## src/rtl/gpa_fhdo_pkg.sv

```systemverilog
// Constants and types shared between the GPA-FHDO DAC SPI receiver and transmitter.
package gpa_fhdo_pkg;

  localparam int unsigned FRAME_BITS = 24;

  localparam logic [3:0] ADDR_SYNC = 4'h2;
  localparam logic [3:0] ADDR_DAC0 = 4'h8;
  localparam logic [3:0] ADDR_DAC1 = 4'h9;
  localparam logic [3:0] ADDR_DAC2 = 4'hA;
  localparam logic [3:0] ADDR_DAC3 = 4'hB;

  typedef enum logic [1:0] {
    ST_IDLE,
    ST_SHIFT,
    ST_DONE
  } spi_state_e;

  function automatic logic is_dac_addr(input logic [3:0] addr);
    return (addr[3:2] == 2'b10);
  endfunction

endpackage

```

## src/rtl/spi_in_sync.sv

```systemverilog
// Multi-flop synchroniser for one asynchronous SPI line, plus a one-cycle delayed copy for edge detection.
module spi_in_sync #(
  parameter int unsigned DEPTH   = 2,
  parameter logic        RST_VAL = 1'b0
) (
  input  logic clk,
  input  logic rst_n,
  input  logic d,
  output logic q,
  output logic q_dly
);

  logic [DEPTH-1:0] stages;

  always_ff @(posedge clk) begin
    if (!rst_n) begin
      stages <= {DEPTH{RST_VAL}};
      q_dly  <= RST_VAL;
    end else begin
      stages[0] <= d;
      for (int unsigned i = 1; i < DEPTH; i++) begin
        stages[i] <= stages[i-1];
      end
      q_dly <= stages[DEPTH-1];
    end
  end

  assign q = stages[DEPTH-1];

endmodule

```

## src/rtl/fhdo_dac_spi_rx.sv

```systemverilog
// SPI slave emulating the GPA-FHDO DAC register map: 24-bit write/read frames, four DAC codes and a SYNC register.
module fhdo_dac_spi_rx
  import gpa_fhdo_pkg::*;
#(
  parameter int unsigned SYNC_STAGES = 2,
  parameter int unsigned RB_ENABLE   = 1
) (
  input  logic        clk,
  input  logic        rst_n,
  input  logic        fhd_clk_i,
  input  logic        fhd_sdo_i,
  input  logic        fhd_csn_i,
  output logic        fhd_sdi_o,
  output logic [15:0] dac0_o,
  output logic [15:0] dac1_o,
  output logic [15:0] dac2_o,
  output logic [15:0] dac3_o,
  output logic [15:0] sync_reg_o,
  output logic        frame_valid_o,
  output logic        frame_err_o,
  output logic [3:0]  last_addr_o,
  output logic [7:0]  err_cnt_o
);

  spi_state_e state, state_nxt;

  logic        sclk_s, sclk_d, csn_s, csn_d, sdo_s, sdo_dly_unused;
  logic [7:0]  warm;
  logic        ready;
  logic        csn_fall, csn_rise, sclk_fall, sclk_rise;
  logic [FRAME_BITS-1:0] shreg;
  logic [FRAME_BITS-1:0] rb_sr;
  logic [4:0]  bit_cnt;
  logic        armed;
  logic        frame_full, mapped, err_inc;
  logic        frm_read;
  logic [2:0]  rsvd_unused;
  logic [3:0]  frm_addr;
  logic [15:0] frm_data, rd_data;

  spi_in_sync #(.DEPTH(SYNC_STAGES), .RST_VAL(1'b0)) u_sync_clk (
    .clk(clk), .rst_n(rst_n), .d(fhd_clk_i), .q(sclk_s), .q_dly(sclk_d)
  );
  spi_in_sync #(.DEPTH(SYNC_STAGES), .RST_VAL(1'b1)) u_sync_csn (
    .clk(clk), .rst_n(rst_n), .d(fhd_csn_i), .q(csn_s), .q_dly(csn_d)
  );
  spi_in_sync #(.DEPTH(SYNC_STAGES), .RST_VAL(1'b0)) u_sync_sdo (
    .clk(clk), .rst_n(rst_n), .d(fhd_sdo_i), .q(sdo_s), .q_dly(sdo_dly_unused)
  );

  // The synchroniser resets to CSN high, so a bus already held low would look like a
  // fresh falling edge; CSN edges count only once the pipeline holds real samples.
  assign ready     = (warm == 8'(SYNC_STAGES + 1));
  assign csn_fall  = ready & csn_d & ~csn_s;
  assign csn_rise  = ready & ~csn_d & csn_s;
  assign sclk_fall = sclk_d & ~sclk_s;
  assign sclk_rise = ~sclk_d & sclk_s;

  assign frm_read    = shreg[23];
  assign rsvd_unused = shreg[22:20];
  assign frm_addr    = shreg[19:16];
  assign frm_data    = shreg[15:0];

  always_comb begin
    state_nxt  = state;
    frame_full = 1'b0;
    unique case (state)
      ST_IDLE:  if (csn_fall) state_nxt = ST_SHIFT;
      ST_SHIFT: if (csn_rise) state_nxt = ST_DONE;
      ST_DONE: begin
        state_nxt  = ST_IDLE;
        frame_full = (bit_cnt == 5'(FRAME_BITS));
      end
      default: state_nxt = ST_IDLE;
    endcase
  end

  always_comb begin
    rd_data = '0;
    mapped  = 1'b1;
    if (frm_addr == ADDR_SYNC) begin
      rd_data = sync_reg_o;
    end else if (is_dac_addr(frm_addr)) begin
      unique case (frm_addr[1:0])
        2'd0: rd_data = dac0_o;
        2'd1: rd_data = dac1_o;
        2'd2: rd_data = dac2_o;
        default: rd_data = dac3_o;
      endcase
    end else begin
      mapped = 1'b0;
    end
    err_inc = (state == ST_DONE) && (!frame_full || (!frm_read && !mapped));
  end

  always_comb begin
    fhd_sdi_o = 1'b0;
    if ((RB_ENABLE != 0) && armed && (state == ST_SHIFT) && !csn_s)
      fhd_sdi_o = rb_sr[FRAME_BITS-1];
  end

  always_ff @(posedge clk) begin
    if (!rst_n) begin
      state         <= ST_IDLE;
      warm          <= '0;
      shreg         <= '0;
      bit_cnt       <= '0;
      rb_sr         <= '0;
      armed         <= 1'b0;
      dac0_o        <= '0;
      dac1_o        <= '0;
      dac2_o        <= '0;
      dac3_o        <= '0;
      sync_reg_o    <= '0;
      frame_valid_o <= 1'b0;
      frame_err_o   <= 1'b0;
      last_addr_o   <= '0;
      err_cnt_o     <= '0;
    end else begin
      state         <= state_nxt;
      frame_valid_o <= 1'b0;
      frame_err_o   <= 1'b0;
      if (!ready) warm <= warm + 8'd1;

      if (state == ST_IDLE && csn_fall) begin
        shreg   <= '0;
        bit_cnt <= '0;
      end

      if (state == ST_SHIFT && !csn_s) begin
        if (sclk_fall) begin
          if (bit_cnt < 5'(FRAME_BITS)) begin
            shreg   <= {shreg[FRAME_BITS-2:0], sdo_s};
            bit_cnt <= bit_cnt + 5'd1;
          end else begin
            bit_cnt <= 5'(FRAME_BITS + 1);
          end
        end
        if (sclk_rise && armed) rb_sr <= {rb_sr[FRAME_BITS-2:0], 1'b0};
      end

      if (state == ST_DONE) begin
        armed <= 1'b0;
        if (frame_full) begin
          frame_valid_o <= 1'b1;
          last_addr_o   <= frm_addr;
          if (frm_read) begin
            armed <= 1'b1;
            rb_sr <= {1'b1, 3'b000, frm_addr, rd_data};
          end else begin
            unique case (frm_addr)
              ADDR_SYNC: sync_reg_o <= frm_data;
              ADDR_DAC0: dac0_o     <= frm_data;
              ADDR_DAC1: dac1_o     <= frm_data;
              ADDR_DAC2: dac2_o     <= frm_data;
              ADDR_DAC3: dac3_o     <= frm_data;
              default: ;
            endcase
          end
        end else begin
          frame_err_o <= 1'b1;
        end
        if (err_inc && err_cnt_o != 8'hFF) err_cnt_o <= err_cnt_o + 8'd1;
      end
    end
  end

endmodule

```

## config.mk

```make
export PLATFORM = sky130hd
export DESIGN_NAME = fhdo_dac_spi_rx
export DESIGN_NICKNAME = d
export VERILOG_FILES = /design/src/rtl/gpa_fhdo_pkg.sv /design/src/rtl/spi_in_sync.sv /design/src/rtl/fhdo_dac_spi_rx.sv
export SDC_FILE = /design/constraint.sdc
export NUM_CORES = 1
export LEC_CHECK = 0
export CAP_MARGIN = 20
export CORE_ASPECT_RATIO = 1.5
export CORE_MARGIN = 10
export CORE_UTILIZATION = 54
export DETAILED_ROUTE_END_ITERATION = 8
export HOLD_SLACK_MARGIN = 0.08
export PLACE_DENSITY = 0.89
export SYNTH_ARGS = -nofsm -noshare
export SYNTH_HDL_FRONTEND = slang
export SYNTH_HIERARCHICAL = 1
export SYNTH_SLANG_ARGS = --single-unit
```

## constraint.sdc

```tcl
create_clock -name clk -period 2.6 [get_ports clk]
set_input_delay 0.65 -clock clk [delete_from_list [all_inputs] [get_ports clk]]
set_output_delay 0.65 -clock clk [all_outputs]
set_load 0.05 [all_outputs]
```

==> results.ini <==
[status]
status = completed

[floorplan]
core_area_mm2 = 0.0126
dieWidth_um = 113
die_h_um = 159
io_pins = 100
start_util_pct = 55.2
rows = 50
fp.dieArea_mm2 = 0.0179

[place]
placed_cell_area_mm2 = 0.00805
routabilityCongestion = 0.827
placed_cells = 952
port_buffers = 99
dpl.hpwl_um = 12400

[worst_setup_path]
cp_max_fo = 16
crit_type = flip-flop to flip-flop
reg2reg_depth = 7
r2r-end = sync_reg_o[7]$_SDFFE_PN0P_
startpoint_type = flip-flop
crit_slowest_cell = nand3b_1
cp.arrival_ns = 2.68
worstSetupEndpointType = flip-flop
cp_num_buf_inv = 1
cp.required_ns = 2.90
reg2reg_from = bit_cnt[0]$_SDFF_PN0_
critical_path.top_delay_family = simple AND/OR/NAND/NOR gates
cp_cell_sequence = inv_1 > ha_1 > nand4b_1 > nor3b_1 > nand3b_1 > nand2_1 > a21boi_0
rrSetupSlack_ns = 0.22
cpPeakStageDelay_ns = 0.64

[clock_tree]
cts.htree.levels = 4
cts_root_buffer = clkbuf_16
cts_tree = built
clk_pin_slew_ns = 0.07
hold_buffers = 0
clock_sinks = 166
ctsLongestPathBuffers = 2
clock_latency_ns = 0.43
cts-buffers-inserted = 17
cts_setup_buffers = 0
cts_resized = 0

[grt]
grt_max_degree = 81
antenna_found_initial = 0
gr-total-overflow = 0
grt_pass1_vias = 5827
grt_pass1_wl_um = 30100
grtUsageTotal_pct = 20.5

[worst_hold_path]
hold_start = u_sync_csn/stages[0]$_SDFF_PN1_
holdPathStages = 1
worstHoldEndpoint = u_sync_csn/stages[1]$_SDFF_PN1_
hp-class = flip-flop to flip-flop

[layout]
n_antenna_cell = 0
drive_gt1_share_pct = 8.95
area_delta_synth_final_pct = 23.9
stdcell_count = 983
nets = 824
fin_area_mm2 = 0.00860

[drt]
viasPerCell = 5.92
drt-initial-drc-count = 548
dr.pass1.iters = 5
ant_nets = 0
drc = 0
wl_per_cell_um = 19.0
routed_wirelength_um = 18700
vias = 5823

[power_and_ir_drop]
power_density_mw_per_mm2 = 589
leakage_nw = 3.24
peakVddDrop_v = 0.000470

[synth]
synth_nets = 742
netlist_area_mm2 = 0.00694
netlist_instances = 733
synth_area_per_cell_um2 = 9.47
synth_warnings = 6

[sta]
tns_ns = 0
finalHoldViolCount = 0
max_freq_mhz = 420
fin_crit_ns = 2.38
skew_ns = 0.0153
worst_slew_pin_slew_ns = 0.712
drv_slew = 0
timing.slew.headroom_pct = 52.5
rsz0062_at_grt = no
setup_violations = 0
timing.final.crit_share_pct = 91.6
fin_hold_ws_ns = 0.419

[job]
drv_cap = 0

-- report_power, final --
part	internal (mW)	leakage [nW]	switching, mW
logic	0.0562	1.65	0.0663
registers	2.56	1.34	0.0181
clock network	1.36	0.257	1.01
-- worst max path at each step --
stage	startpoint	cells after the start	to	slack, ns
after floorplan	warm[0]$_SDFFE_PN0P_	7	shreg[20]$_SDFF_PN0_	0.70
after global placement	bit_cnt[0]$_SDFF_PN0_	7	sync_reg_o[13]$_SDFFE_PN0P_	0.51
after detailed placement	bit_cnt[0]$_SDFF_PN0_	7	sync_reg_o[8]$_SDFFE_PN0P_	0.32
after global routing	bit_cnt[0]$_SDFF_PN0_	7	sync_reg_o[7]$_SDFFE_PN0P_	0.02
final	bit_cnt[0]$_SDFF_PN0_	7	sync_reg_o[7]$_SDFFE_PN0P_	0.22
after CTS	err_cnt_o[2]$_SDFFE_PN0P_	1	err_cnt_o[2]	0.22
-- layout by cell type (no fill, tap or decap), types with 21 or more instances in the layout --
cell	n
nor2b_1	33
o21ai_0	38
dfxtp_1	166
nand3_1	41
and3_1	21
a21boi_0	34
nand2_1	142
clkdlybuf4s50_1	97
mux2i_1	33
a22oi_1	26
-- final cells by class --
type | instances | area (µm²)
inverters | 4 | 15.0
flip-flops and latches | 166 | 3320
clock buffers | 20 | 457
multi-input cells | 507 | 3340
repair buffers | 119 | 1170
fillers | 895 | 3970
well taps | 156 | 195
clock inverters | 11 | 103
-- metal layers --
layer	routed length [µm]	global-route usage, %
met5	0	0
met4	475	8.74
met3	1270	5.76
met2	10100	36.9
met1	6810	21.5
-- registers in the layout, summed over array words and instances (netlist names), 2 cells and up --
name	cells
u_sync_sdo/stages	2
u_sync_csn/stages	2
dac1_o	16
sync_reg_o	16
dac0_o	16
u_sync_clk/stages	2
dac3_o	16
shreg	24
last_addr_o	4
err_cnt_o	8
warm	8
bit_cnt	5
rb_sr	24
dac2_o	16
state	2
-- through the flow --
stage / worst slack [ns] / total power, mW / utilization (%)
after floorplan: 0.702 / 2.72 / -
after global placement: 0.507 / 2.75 / 64.0
after detailed placement: 0.318 / 2.75 / 64.0
after CTS: 0.220 / 5.10 / 68.4
after global routing: 0.0153 / 5.22 / 68.4
final: 0.217 / 5.07 / 68.4
Note: power is estimated with default switching activity, not from simulation.
